$ cat src/rtl/mul_share_arb_pkg.sv
// mul_share_arb_pkg
//   Shared definitions for the multiplier-sharing arbiter:
//   - round-robin pointer reset value
//   - per-requester slot state encoding
//   - tag record carried alongside each multiplier operation
//   - corner_fix(): widens a sign-extended product and repairs the
//     most-negative x most-negative case that the multiplier cannot represent
package mul_share_arb_pkg;

    localparam int RR_PTR_RST = 0;
    localparam int IDW_MAX    = 3;     // up to 8 requesters
    localparam int PW_MAX     = 32;    // up to 16-bit operands

    typedef enum logic [1:0] {
        SLOT_IDLE     = 2'd0,
        SLOT_INFLIGHT = 2'd1,
        SLOT_DONE     = 2'd2
    } slot_state_e;

    typedef struct packed {
        logic               valid;
        logic [IDW_MAX-1:0] id;
        logic               corner;
    } tag_t;

    // p_sext is the multiplier output already sign-extended to PW_MAX bits.
    // The only product that overflows 2W-1 bits is (-2^(W-1))^2 = 2^(2W-2).
    function automatic logic [PW_MAX-1:0] corner_fix(input logic [PW_MAX-1:0] p_sext,
                                                     input logic              corner,
                                                     input int unsigned       w);
        if (corner)
            corner_fix = PW_MAX'(1) << (2 * w - 2);
        else
            corner_fix = p_sext;
    endfunction

endpackage

$ cat src/rtl/mul_rr_pick.sv
// mul_rr_pick
//   Combinational round-robin picker. Searches upward from ptr with
//   wrap-around and grants the first eligible requester.
// Ports:
//   eligible  : per-requester eligibility
//   ptr       : index where the search starts
//   grant     : one-hot grant (zero when nobody is eligible)
//   grant_idx : index of the granted requester (0 when none)
//   any_grant : a grant was made
module mul_rr_pick #(
    parameter int NREQ = 4,
    parameter int IDW  = 2
) (
    input  logic [NREQ-1:0] eligible,
    input  logic [IDW-1:0]  ptr,
    output logic [NREQ-1:0] grant,
    output logic [IDW-1:0]  grant_idx,
    output logic            any_grant
);

    always_comb begin
        int idx;
        grant     = '0;
        grant_idx = '0;
        any_grant = 1'b0;
        idx       = 0;
        for (int off = 0; off < NREQ; off++) begin
            idx = int'(ptr) + off;
            if (idx >= NREQ)
                idx = idx - NREQ;
            if (!any_grant && eligible[idx]) begin
                any_grant      = 1'b1;
                grant_idx      = IDW'(idx);
                grant[idx]     = 1'b1;
            end
        end
    end

endmodule

$ cat src/rtl/mul_share_arb.sv
// mul_share_arb
//   Shares one registered signed W x W multiplier (LAT cycles, 2W-1 bit
//   product) among NREQ requesters. Issues at most one operation per cycle
//   in round-robin order, tags each operation with its requester id, and
//   steers the returning product into that requester's one-entry result
//   buffer, widened to 2W bits with the most-negative-squared corner fixed.
//
//   Slot FSM (one per requester):
//     state         | meaning
//     SLOT_IDLE     | no operation outstanding, may be granted
//     SLOT_INFLIGHT | operation issued, tag travelling through the pipeline
//     SLOT_DONE     | result buffered, rsp_valid high until consumed
//
// Ports:
//   clk, rst            : clock, asynchronous active-high reset
//   req_valid/req_ready : operand channel per requester (ready = grant)
//   req_a, req_b        : packed signed operands, W bits per requester
//   rsp_valid/rsp_ready : result channel per requester
//   rsp_p               : packed signed products, 2W bits per requester
//   mul_a, mul_b, mul_en: shared multiplier operands and enable
//   mul_p               : shared multiplier product (2W-1 bits)
module mul_share_arb
    import mul_share_arb_pkg::*;
#(
    parameter int NREQ = 4,
    parameter int W    = 8,
    parameter int LAT  = 1
) (
    input  logic               clk,
    input  logic               rst,
    input  logic [NREQ-1:0]    req_valid,
    output logic [NREQ-1:0]    req_ready,
    input  logic [NREQ*W-1:0]  req_a,
    input  logic [NREQ*W-1:0]  req_b,
    output logic [NREQ-1:0]    rsp_valid,
    input  logic [NREQ-1:0]    rsp_ready,
    output logic [NREQ*2*W-1:0] rsp_p,
    output logic [W-1:0]       mul_a,
    output logic [W-1:0]       mul_b,
    output logic               mul_en,
    input  logic [2*W-2:0]     mul_p
);

    localparam int IDW = $clog2(NREQ);
    localparam int PW  = 2 * W;
    localparam logic [W-1:0] MOST_NEG = {1'b1, {(W-1){1'b0}}};

    slot_state_e       slot_q [NREQ];
    slot_state_e       slot_d [NREQ];
    logic [PW-1:0]     rsp_q  [NREQ];
    tag_t              tag_q  [LAT+1];
    logic [IDW-1:0]    ptr_q;

    logic [NREQ-1:0]   eligible;
    logic [NREQ-1:0]   grant;
    logic [IDW-1:0]    grant_idx;
    logic              any_grant;
    logic [W-1:0]      sel_a;
    logic [W-1:0]      sel_b;
    logic              sel_corner;
    logic              ret_valid;
    logic [IDW_MAX-1:0] ret_id;
    logic [PW_MAX-1:0] p_full;

    always_comb begin
        for (int i = 0; i < NREQ; i++)
            eligible[i] = req_valid[i] && (slot_q[i] == SLOT_IDLE);
    end

    mul_rr_pick #(
        .NREQ (NREQ),
        .IDW  (IDW)
    ) u_pick (
        .eligible  (eligible),
        .ptr       (ptr_q),
        .grant     (grant),
        .grant_idx (grant_idx),
        .any_grant (any_grant)
    );

    // Slot registers clear asynchronously, but the picker is combinational,
    // so gate the handshake to keep req_ready low for the whole reset.
    assign req_ready = grant & ~{NREQ{rst}};

    always_comb begin
        sel_a = '0;
        sel_b = '0;
        for (int i = 0; i < NREQ; i++) begin
            if (grant[i]) begin
                sel_a = req_a[i*W +: W];
                sel_b = req_b[i*W +: W];
            end
        end
        sel_corner = (sel_a == MOST_NEG) && (sel_b == MOST_NEG);
    end

    // Stage 0 is aligned with the mul_a/mul_b register; the multiplier
    // captures those on the following edge, so the product is valid when
    // the tag reaches stage LAT.
    assign ret_valid = tag_q[LAT].valid;
    assign ret_id    = tag_q[LAT].id;
    assign p_full    = corner_fix(PW_MAX'($signed(mul_p)), tag_q[LAT].corner, W);

    always_comb begin
        for (int i = 0; i < NREQ; i++) begin
            slot_d[i] = slot_q[i];
            case (slot_q[i])
                SLOT_IDLE:     if (grant[i]) slot_d[i] = SLOT_INFLIGHT;
                SLOT_INFLIGHT: if (ret_valid && ret_id == IDW_MAX'(i)) slot_d[i] = SLOT_DONE;
                SLOT_DONE:     if (rsp_ready[i]) slot_d[i] = SLOT_IDLE;
                default:       slot_d[i] = SLOT_IDLE;
            endcase
        end
    end

    always_ff @(posedge clk or posedge rst) begin
        if (rst) begin
            for (int i = 0; i < NREQ; i++) begin
                slot_q[i] <= SLOT_IDLE;
                rsp_q[i]  <= '0;
            end
            for (int k = 0; k <= LAT; k++)
                tag_q[k] <= '0;
            ptr_q  <= IDW'(RR_PTR_RST);
            mul_a  <= '0;
            mul_b  <= '0;
            mul_en <= 1'b0;
        end else begin
            mul_en <= 1'b1;
            for (int i = 0; i < NREQ; i++) begin
                slot_q[i] <= slot_d[i];
                if (ret_valid && ret_id == IDW_MAX'(i))
                    rsp_q[i] <= PW'(p_full);
            end
            tag_q[0].valid  <= any_grant;
            tag_q[0].id     <= IDW_MAX'(grant_idx);
            tag_q[0].corner <= sel_corner;
            for (int k = 1; k <= LAT; k++)
                tag_q[k] <= tag_q[k-1];
            if (any_grant) begin
                mul_a <= sel_a;
                mul_b <= sel_b;
                if (grant_idx == IDW'(NREQ - 1))
                    ptr_q <= '0;
                else
                    ptr_q <= IDW'(grant_idx + 1'b1);
            end
        end
    end

    for (genvar g = 0; g < NREQ; g++) begin : g_rsp
        assign rsp_valid[g]        = (slot_q[g] == SLOT_DONE);
        assign rsp_p[g*PW +: PW]   = rsp_q[g];
    end

endmodule
$ cat config.mk
export PLATFORM = sky130hd
export DESIGN_NAME = mul_share_arb
export DESIGN_NICKNAME = d
export VERILOG_FILES = /design/src/rtl/mul_share_arb_pkg.sv /design/src/rtl/mul_rr_pick.sv /design/src/rtl/mul_share_arb.sv
export SDC_FILE = /design/constraint.sdc
export NUM_CORES = 1
export LEC_CHECK = 0
export ABC_AREA = 1
export BUFFER_PORTS_ARGS = -buffer_cell sky130_fd_sc_hd__buf_2
export CAP_MARGIN = 5
export CORE_AREA = 2 2 100 102
export CTS_BUF_LIST = sky130_fd_sc_hd__clkbuf_16
export CTS_CLUSTER_DIAMETER = 60
export DETAILED_ROUTE_END_ITERATION = 6
export DIE_AREA = 0 0 102 104
export HOLD_SLACK_MARGIN = 0.15
export PLACE_DENSITY = 0.95
export SLEW_MARGIN = 20
export SYNTH_ARGS = -nofsm -noshare
export SYNTH_HDL_FRONTEND = slang
export SYNTH_HIERARCHICAL = 1
export SYNTH_SLANG_ARGS = --single-unit
$ cat constraint.sdc
create_clock -name clk -period 10.96 [get_ports clk]
set_clock_uncertainty 0.2 [all_clocks]
set_input_delay 2.192 -clock clk [delete_from_list [all_inputs] [get_ports clk]]
set_output_delay 2.192 -clock clk [all_outputs]
set_load 0.1 [all_outputs]
## Word level (Yosys, flattened, before mapping)

Cells that the tools add are included.

| word-level totals | value |
|---|---|
| register bits | 99 |
| latch bits | 0 |
| RAM bits | 0 |
| output and inout port bits | 89 |
| bits in read-only memories | 0 |
| memories | 0 |
| bits of input ports | 89 |

| operators by class | value |
|---|---|
| reduce and logical (&&, ||, !) cells | 28 |
| add/subtract/negate cells | 8 |
| div/mod/pow operators | 0 |
| equal/unequal tests | 26 |
| order comparisons | 12 |
| multiply operators | 0 |
| mux-type cells | 62 |
| bitwise logic cells | 5 |
| shift operators | 0 |

Operator list:

| kind | number |
|---|---|
| $ge 32x1->1 const B | 4 |
| $lt 32x4->1 const B | 4 |
| $mux 32 | 4 |
| $ge 32x4->1 const B | 3 |
| $sub 32x4->32 const B | 3 |
| $mux 8 | 8 |
| $mux 2 | 17 |
| $pmux 2 s3 | 4 |
| $eq 8x8->1 const B | 2 |
| $logic_and 1x1->1 | 16 |
| $mux 1 | 16 |
| $mux 16 | 1 |
| $mux 4 | 4 |
| $ne 2x2->1 const B | 8 |
| $eq 2x2->1 const B | 7 |
| $or 4x4->4 | 3 |
| $reduce_and 3->1 | 4 |
| $eq 2x1->1 const B | 5 |
| $bmux 1 s2 | 4 |
| $demux 1 s2 | 4 |
| $logic_not 2->1 | 4 |
| $ne 2x1->1 const B | 4 |
| $add 2x2->3 const B | 2 |
| $and 4x4->4 | 1 |
| 7 further kinds | 9 |

## Logic depth before layout (Yosys ltp)

Gate-level depths: netlist of the first run.

| depth | value |
|---|---|
| depth in word-level cells | 21 |
| mapped depth | 22 |
| depth with buffers taken out | 21 |

## By module

Netlist of the first run, hierarchy kept.

By module, submodules not included:

| module | times used | cells an instance | area each (um2) | seq. area each (um2) |
|---|---|---|---|---|
| mul_share_arb | 1 | 575 | 4,533.1 | 2,477.4 |
| mul_rr_pick | 1 | 77 | 460.4 | 0.0 |

## Worst setup path before layout of the first run

No wires, ideal clock.

| timing | value |
|---|---|
| kind | input to output |
| start point | input port req_valid[1] |
| end point | output port req_ready[2] |
| buffers on the path | 2 |
| stages on the path | 14 |
| path slack | 3.956 ns |
| data required time | 8.568 ns |
| data arrival time | 4.612 ns |
| cell sequence | inv_1 > nor2_1 > inv_1 > nand2_1 > nand2_1 > nand2_1 > nand2_1 > inv_1 > nand3_1 > nand3_1 > buf_6 > inv_4 > buf_6 > nor2_1 |

| on the way | value |
|---|---|
| longest elaborated chain between the ends | 15 |
| elaborated cells on any way between the ends | 30 |
| those cells by class | mux (19); bitwise (4); reduce/logical (7) |

RTL lines:

| element | line | source |
|---|---|---|
| from (decl) | mul_share_arb.sv:31 | `input logic [NREQ-1:0] req_valid,` |
| $logic_and 1x1->1 (*) | mul_share_arb.sv:67 | `eligible[i] = req_valid[i] && (slot_q[i] == SLOT_IDLE);` |
| net eligible[1] | mul_share_arb.sv:54 | `logic [NREQ-1:0] eligible;` |
| $bmux 1 s2 | mul_rr_pick.sv:31 | `if (!any_grant && eligible[idx]) begin` |
| $mux 1 (not written as such) (2 in a row) | mul_rr_pick.sv:31 |  |
| $mux 1 | mul_rr_pick.sv:31 |  |
| $logic_not 1->1 | mul_rr_pick.sv:31 |  |
| $logic_and 1x1->1 | mul_rr_pick.sv:31 |  |
| $mux 1 | mul_rr_pick.sv:31 |  |
| $logic_not 1->1 | mul_rr_pick.sv:31 |  |
| $logic_and 1x1->1 | mul_rr_pick.sv:31 |  |
| $mux 1 | mul_rr_pick.sv:31 |  |
| $logic_not 1->1 | mul_rr_pick.sv:31 |  |
| $logic_and 1x1->1 | mul_rr_pick.sv:31 |  |
| $mux 4 (*) | mul_rr_pick.sv:31 |  |
| net grant[2] | mul_share_arb.sv:55 | `logic [NREQ-1:0] grant;` |
| $and 4x4->4 (*) | mul_share_arb.sv:83 | `assign req_ready = grant & ~{NREQ{rst}};` |
| to (decl) | mul_share_arb.sv:32 | `output logic [NREQ-1:0] req_ready,` |

The timed path passes the listed nets; every way through them passes the cells marked *. The select of a mux whose other input is x is not followed.

## Worst setup path after layout of the first run

| timing | value |
|---|---|
| start point | input port req_valid[2] |
| end point | output port req_ready[3] |

Same word-level chain as after synthesis.

==> results by group, run 1 <==
Status
  • Status: finished, final reports clean

Clocking
  • Max clock buf depth: 2
  • CTS tree: yes
  • Clock root cell: clkbuf_16
  • Total CTS buffers: 9
  • Post_cts resized: 0
  • Clk sinks: 99
  • H-tree Lvls: 3
  • Clk_lat worst skew: 0.34 ns
  • Hold Buf Count CTS: 0
  • Setup bufs post-CTS: 0
  • Reg clk slew, reported paths: 0.06 ns

GRT
  • Initial antenna violation count: 0
  • Vias in the first global route: 4720
  • GRT Total Usage: 0.2693
  • Largest net degree at the start of global routing: 89
  • Grt total ovfl: 0
  • First-pass GRT wire length: about 22000 um

Floorplanning
  • Site Rows: 36
  • Die height: 104 um
  • Die width: 102 um
  • Die area: about 0.011 mm^2
  • Ports: 178
  • Core area: roughly 0.0095 mm^2
  • Effective utilization at floorplan: 0.5229

Critical path
  • Crit path required time: 8.57 ns
  • Crit Path Max Fanout: 27
  • Worst Setup End Kind: output port
  • Critical Path AT: 4.90 ns
  • CP Launch Type: primary input
  • CP max-delay cell: nand3_1
  • Setup CP Type: in -> out
  • Crit-path cells: buf_2 > inv_1 > nor2_1 > nand2_1 > nand3_1 > nand2_1 > nor2_1 > a21oi_1 > nand3_1 > inv_1 > nor2_1 > buf_2
  • Max incr delay on CP: 0.71 ns
  • Worst path most repeated cell: nor2_1

Place
  • I/O Buffers: 177
  • Hpwl dp: 10070 um
  • Setup Slack @ Placement: 3.715 ns
  • GPL Wtd Cong: 0.9653

Synth
  • Syn Area/Cell: ~7.7 um^2
  • Post-synth EDFFs: 0
  • Sequential-to-total area share from yosys stat: 0.4961
  • Ys Warns: 6
  • Yosys cell types: 32
  • Mapped Cells: 652
  • Synthesized net count: between 700 and 800
  • Synth Register Bits: 99
  • Asr flop ratio synth: 1.000
  • Netlist Area Pre-Place: 0.004994 mm^2
  • Ys flop type: dfrtp_1

Timing
  • Max-slew violation count: 0
  • Final hold viol count: 0
  • RSZ-0062 raised after global routing: false
  • Max_slew headroom: 0.3759
  • Post-layout min period: ~7.3 ns
  • Achievable frequency: around 140 MHz
  • Sum Neg Setup Slack: 0 ns
  • Final hold slack: 0.1520 ns
  • Final worst setup slack: approximately 3.7 ns
  • Slew @ Worst Pin: roughly 0.93 ns
  • Setup-failing EPs final: 0
  • Final period util: 0.6657

Finish
  • Area grow syn2layout: 24.93%
  • Final net count: 917
  • # diodes: 0
  • Share of layout cells above drive strength 1: 0.2682

Worst hold path
  • HP Class: reg -> reg

Route
  • Drt drc: 0
  • Routed len/inst: 14.65 um
  • Via count: 4948
  • Drt pass-1 iters: 5
  • Initial DRC count: 354
  • Post-route ant nets: 0
  • Post-Route WL: 14020 um
  • Avg Vias per Cell: 5.170

Run
  • Max-cap viol count: 0
==> registers in the layout, summed over array words and instances (netlist names) <==
name / count
mul_a: 8
mul_b: 8
mul_en: 1
ptr_q: 2
ret_id: 2
ret_valid: 1
rsp_p: 64
slot_q: 8
tag_q: 5
==> layer usage <==
layer	up-vias	wire length, um	global-route usage
met1	2245	5551	0.3302
li1	2358	-	-
met3	48	1100	0.05040
met2	297	6811	0.4497
met5	-	0	0
met4	0	554	0.1324
==> worst paths after layout <==
| check | end | slack [ns] | start | cells after the start |
|---|---|---|---|---|
| worst max-delay path | req_ready[3] | 3.66 | req_valid[2] | 12 |
| worst min-delay path | ret_id[0] | 0.15 | tag_q[6] | 0 |
| worst max register to register | tag_q[5] | 6.98 | ptr_q[0] | 14 |
| worst min register to register | ret_id[0] | 0.15 | tag_q[6] | 0 |
| max in group asynchronous | rsp_p[33] | 7.98 | rst | 3 |
| min in group asynchronous | mul_b[4] | 1.58 | rst | 2 |
==> area by class of cell <==
class,instances,area (um^2)
sequential,99,2477
tap,133,166.4
inverter,55,214.0
clock buffer,9,225.2
fill,809,3311
clock inverter,7,113.9
multi-input combinational,476,2145
timing repair buffer,178,897.1
==> synth_stat cells (4+ instances only) <==
cell type	count	area, um^2
nand2_1	285	1070
dfrtp_1	99	2477
nor2_1	63	236.5
inv_1	46	172.7
nand3_1	23	115.1
a21oi_1	22	110.1
o21ai_0	18	90.09
ha_1	9	112.6
buf_6	8	90.09
nand2_2	8	50.05
a21boi_0	7	52.55
nand4_1	7	43.79
clkbuf_1	6	22.52
a31oi_1	5	31.28
buf_2	5	25.02
inv_2	5	18.77
o22ai_1	4	25.02
==> stage by stage <==
stage / utilization / cells / instance area [um^2]
CTS: 0.6529 / 957 / 6235
finish: 0.6533 / 957 / 6238
detailed placement: 0.6174 / 941 / 5896
floorplan: - / 652 / 4994
global placement: 0.6174 / 941 / 5896
global route: 0.6533 / 957 / 6238
==> kinds of logic after synthesis <==
logic type,after synthesis,synth area share
flip-flops,99,0.4961
other,1,0.0007510
AO/OA/AOI/OAI,70,0.08269
AND/OR/NAND/NOR,396,0.3235
buffers and inverters,77,0.07442
adder cells (fa/ha/maj),9,0.02255
==> layout by cell type (no fill, tap or decap), types with 9 or more instances in the layout <==
cell type / netlist / routed
o21ai_0: 18 / 18
inv_1: 46 / 45
nand3_1: 23 / 23
ha_1: 9 / 9
nor2_1: 63 / 63
nand2_1: 285 / 285
clkbuf_16: 0 / 9
buf_2: 5 / 177
a21oi_1: 22 / 22
dfrtp_1: 99 / 99
==> worst max-delay path: cells and delay by family <==
| kind | cells | cell delay, ns |
|---|---|---|
| and+or+nand+nor | 7 | 1.67 |
| buffers and inverters | 4 | 0.92 |
| AOI/OAI and AO/OA | 1 | 0.12 |
Power of run 1 is left out: the tool's default activity adds up to more than one toggle a clock period on the data nets, which glitch-free logic cannot reach.
==> run 2: changes to the inputs <==
Settings changed: CORE_AREA 2 2 100 102 to 2 2 109 111, DIE_AREA 0 0 102 104 to 0 0 111 113, PLACE_DENSITY 0.95 to 0.87.
Clock period 10.96 ns to 6.7 ns, I/O delays scaled along.
==> run 2 against run 1 <==
Effect of this change: non-clock buffer count up 3; worst hold slack about the same; wire length up 0.44%; die area up 18%; cell count up 1.4%; count of clock-buffer cells in the layout unchanged; core utilization down 10 points; setup slack worse by 2.1 ns.
==> results by group, run 2 (synthesis results as in run 1) <==
Clocking
  • Reg clk slew, reported paths: approximately 0.06 ns
  • Hold Buf Count CTS: 0
  • H-tree Lvls: 3
  • Setup bufs post-CTS: 0
  • Post_cts resized: 0
  • Total CTS buffers: 9
  • Max clock buf depth: 2
  • CTS tree: yes
  • Clk_lat worst skew: around 0.34 ns
  • Clock root cell: clkbuf_16
  • Clk sinks: 99

Floorplanning
  • Die area: 0.01254 mm^2
  • Die height: roughly 110 um
  • Site Rows: 39
  • Effective utilization at floorplan: 0.4430
  • Ports: 178
  • Core area: about 0.011 mm^2
  • Die width: 111 um

Finish
  • Number of flip-flops in the largest register: between 60 and 70
  • Post-Layout Inst Area: around 0.0062 mm^2
  • Leading cell types in the layout, fill and taps excluded: nand2_1 (285), buf_2 (177), dfrtp_1 (99)
  • Final net count: 920
  • Share of layout cells above drive strength 1: 0.2684
  • Area grow syn2layout: 24.28%
  • # diodes: 0
  • Fillers: 1057
  • Most common cell after layout, fill and taps aside: nand2_1

Timing
  • Max_slew headroom: 0.4298
  • Post-layout min period: 5.118 ns
  • Achievable frequency: roughly 200 MHz
  • RSZ-0062 raised after global routing: false
  • Max-slew violation count: 0
  • Final period util: 0.7639
  • Final hold viol count: 0
  • Slew @ Worst Pin: 0.8525 ns
  • Final worst setup slack: 1.582 ns
  • Sum Neg Setup Slack: 0 ns
  • Setup-failing EPs final: 0

Route
  • Avg Vias per Cell: 4.972
  • Initial DRC count: 388
  • Routed len/inst: 14.51 um
  • Via count: 4823
  • Post-route ant nets: 0
  • Post-Route WL: 14080 um
  • Drt drc: 0
  • Drt pass-1 iters: 4

Critical path
  • Crit Reg-Reg Startpoint: ptr_q[0]
  • R2r setup slk: between 3 and 4 ns
  • Setup CP Type: in -> out
  • Reg-to-Reg End: tag_q[5]
  • Crit path required time: 5.16 ns
  • Crit Path Max Fanout: 27
  • Critical Path AT: 3.58 ns
  • Worst Setup End Kind: output port
  • CP Launch Type: primary input
  • Worst r2r path cells: 16
  • Critical path launch point: req_valid[1]

GRT
  • Largest net degree at the start of global routing: 53
  • Vias in the first global route: ~4.6k
  • First-pass GRT wire length: 22690 um
  • GRT Total Usage: 0.2267
  • Initial antenna violation count: 1
  • Grt total ovfl: 0

Place
  • I/O Buffers: 177
  • Post-Place Cell Area: between 0.005 and 0.006 mm^2
  • Hpwl dp: 10340 um
  • GPL Wtd Cong: 0.9345
  • Setup Slack @ Placement: 1.607 ns

Run
  • Max-cap viol count: 0

Status
  • Status: finished, final reports clean

Worst hold path
  • HP Class: reg -> reg
  • HP Start: tag_q[9]
  • Worst hold endpoint: ret_valid
  • Cells on Worst Hold Path: 0
[run 2: cell types whose count changed in the layout (fill, tap and decap cells not counted)]
cell	delta
inv_6	+2
clkinv_4	+1
buf_4	+4
buf_6	-1
inv_1	+1
clkinvlp_4	+1
clkinv_1	+1
inv_8	-4
bufinv_16	-2
[run 2: area by class of cell]
type | instances | area (um^2) | share of cell area
clock inverter | 7 | 50.05 | 0.008065
clock buffer | 9 | 225.2 | 0.03629
inverter | 55 | 214.0 | 0.03448
multi-input combinational | 476 | 2145 | 0.3456
sequential | 99 | 2477 | 0.3992
tap | 143 | 178.9 | 0.02883
timing repair buffer | 181 | 915.9 | 0.1476
[run 2: worst max path at each step]
stage	end	slack, ns	depth (start not counted)
after floorplan	req_ready[2]	1.40	14
after global placement	req_ready[3]	1.64	15
after detailed placement	req_ready[3]	1.61	15
after CTS	req_ready[3]	1.60	15
after global routing	req_ready[3]	1.37	15
final	req_ready[3]	1.58	15
[run 2: worst max-delay path, cell delays in order]
cell and delay, ns:
buf_2 0.09, inv_1 0.03, nor2_1 0.21, inv_1 0.07
nand2_1 0.09, nand2_1 0.06, nand2_1 0.05, nand2_1 0.18
inv_1 0.21, nand3_1 0.10, nand3_1 0.11, buf_4 0.27
inv_1 0.20, nor2_1 0.12, buf_2 0.43
[run 2: layer usage]
metal	wire length (um)	vias up	track usage
li1	-	2374	-
met2	6834	215	0.3881
met3	975	26	0.03749
met5	13	-	0
met1	5956	2206	0.2929
met4	299	2	0.08250
[run 2: stage by stage]
stage	util	instances	hold slack (ns)
after CTS	0.5506	970	0.1524
after floorplan	-	652	0.1312
after global routing	0.5506	970	0.1565
after detailed placement	0.5261	954	0.1379
final	0.5506	970	0.1520
after global placement	0.5261	954	0.1316
Power of run 2 is left out for the same reason.
==> run 3: changes to the inputs <==
Clock period 6.7 ns to 4.69 ns, I/O delays scaled along.
==> run 3 against run 2 <==
Effect of this change: sequential share of layout area decreased by 0.45 points; critical path depth fell by 4; final area grew 1.1%; worst hold slack better by 0.0027 ns; critical path type is now reg -> out; highest routed layer is now met4.
==> results by group, run 3 (synthesis results as in run 1) <==
Status
  • Status: finished, final reports clean

Critical path
  • Reg-to-Reg End: tag_q[5]
  • Crit Path Max Fanout: 11
  • Worst r2r path cells: 17
  • CP Launch Type: register
  • Crit path to: req_ready[0]
  • Crit path required time: 3.55 ns
  • Worst Setup End Kind: output port
  • R2r setup slk: roughly 1.3 ns
  • Critical path launch point: ptr_q[0]
  • Crit Reg-Reg Startpoint: ptr_q[0]
  • Critical Path AT: 2.99 ns
  • Setup CP Type: reg -> out

Floorplanning
  • Die width: 111 um
  • Die height: 113 um
  • Die area: 0.01254 mm^2
  • Ports: between 150 and 200
  • Site Rows: 39
  • Core area: 0.01127 mm^2
  • Effective utilization at floorplan: 0.4430

Finish
  • Number of flip-flops in the largest register: 64
  • Area grow syn2layout: 25.71%
  • Leading cell types in the layout, fill and taps excluded: nand2_1 (285), buf_2 (174), dfrtp_1 (99)
  • Fillers: 1047
  • Share of layout cells above drive strength 1: 0.2699
  • Most common cell after layout, fill and taps aside: nand2_1
  • Final net count: 923
  • # diodes: 0

Clocking
  • H-tree Lvls: 3
  • Total CTS buffers: 9
  • Clock root cell: clkbuf_16
  • Reg clk slew, reported paths: 0.07 ns
  • Hold Buf Count CTS: 1
  • CTS tree: yes
  • Clk_lat worst skew: approximately 0.34 ns
  • Clk sinks: 99
  • Post_cts resized: 0
  • Max clock buf depth: 2
  • Setup bufs post-CTS: 0

Route
  • Drt pass-1 iters: 5
  • Post-Route WL: 13760 um
  • Initial DRC count: just under 400
  • Post-route ant nets: 0
  • Routed len/inst: 14.14 um
  • Drt drc: 0
  • Via count: 4844
  • Avg Vias per Cell: about 5

Place
  • I/O Buffers: ~180
  • GPL Wtd Cong: 0.8724
  • Hpwl dp: ~10000 um

GRT
  • Largest net degree at the start of global routing: 76
  • Grt total ovfl: 0
  • GRT Total Usage: 0.2191
  • Initial antenna violation count: 0
  • First-pass GRT wire length: 22080 um
  • Vias in the first global route: 4566

Timing
  • Sum Neg Setup Slack: 0 ns
  • Final hold viol count: 0
  • RSZ-0062 raised after global routing: false
  • Setup-failing EPs final: 0
  • Post-layout min period: 4.124 ns
  • Achievable frequency: 242.5 MHz
  • Max_slew headroom: 0.3960
  • Slew @ Worst Pin: between 0.9 and 1 ns
  • Final period util: 0.8794
  • Max-slew violation count: 0

Worst hold path
  • HP Class: reg -> reg

Run
  • Max-cap viol count: 0
run 3: cell types whose count changed in the layout (fill, tap and decap cells not counted), sizes merged:
cell         previous run  this run
dlygate4sd3             0         1
buf                   181       183
clkinvlp                1         2
inv                    57        56
run 3: final cells by class:
type / count / area (um^2) / share of cell area
Multi-Input combinational cell: 476 / 2145 / 0.3416
Tap cell: 143 / 178.9 / 0.02850
Clock buffer: 9 / 225.2 / 0.03588
Sequential cell: 99 / 2477 / 0.3947
Clock inverter: 7 / 51.30 / 0.008172
Timing Repair Buffer: 184 / 985.9 / 0.1571
Inverter: 55 / 214.0 / 0.03408
run 3: worst max-delay path, cell delays in order (launching register included):
cell	delay [ns]
dfrtp_1	0.59
inv_2	0.22
ha_1	0.41
inv_1	0.10
nand3_1	0.09
nand2_1	0.06
nor2_1	0.31
a21oi_1	0.14
nand3_1	0.16
inv_2	0.08
nor2_1	0.08
buf_2	0.43
run 3: worst min path at each step:
stage | end | start | slack (ns) | cells past startpoint
finish | ret_id[1] | tag_q[7] | 0.15 | 0
CTS | ret_id[1] | tag_q[7] | 0.16 | 0
global placement | ret_id[0] | tag_q[6] | 0.13 | 0
detailed placement | ret_id[0] | tag_q[6] | 0.13 | 0
global route | ret_valid | tag_q[9] | 0.17 | 0
floorplan | ret_id[0] | tag_q[6] | 0.13 | 0
run 3: layer usage:
layer	track usage	vias to the layer above	wire, um
met3	0.03428	22	976
met1	0.2778	2214	5932
met2	0.3787	232	6546
met5	0	-	0
met4	0.08750	0	301
li1	-	2376	-
run 3: stage by stage:
| stage | worst slack, ns | utilization | cells | hold WS, ns | cell area [um^2] |
|---|---|---|---|---|---|
| after floorplan | 0.1943 | - | 652 | 0.1312 | 4994 |
| final | 0.5656 | 0.5569 | 973 | 0.1546 | 6277 |
| after detailed placement | 0.7944 | 0.5315 | 956 | 0.1347 | 5991 |
| after global placement | 0.8205 | 0.5315 | 956 | 0.1342 | 5991 |
| after CTS | 0.6076 | 0.5569 | 973 | 0.1591 | 6277 |
| after global routing | 0.3804 | 0.5569 | 973 | 0.1662 | 6277 |
Power of run 3 is left out for the same reason.
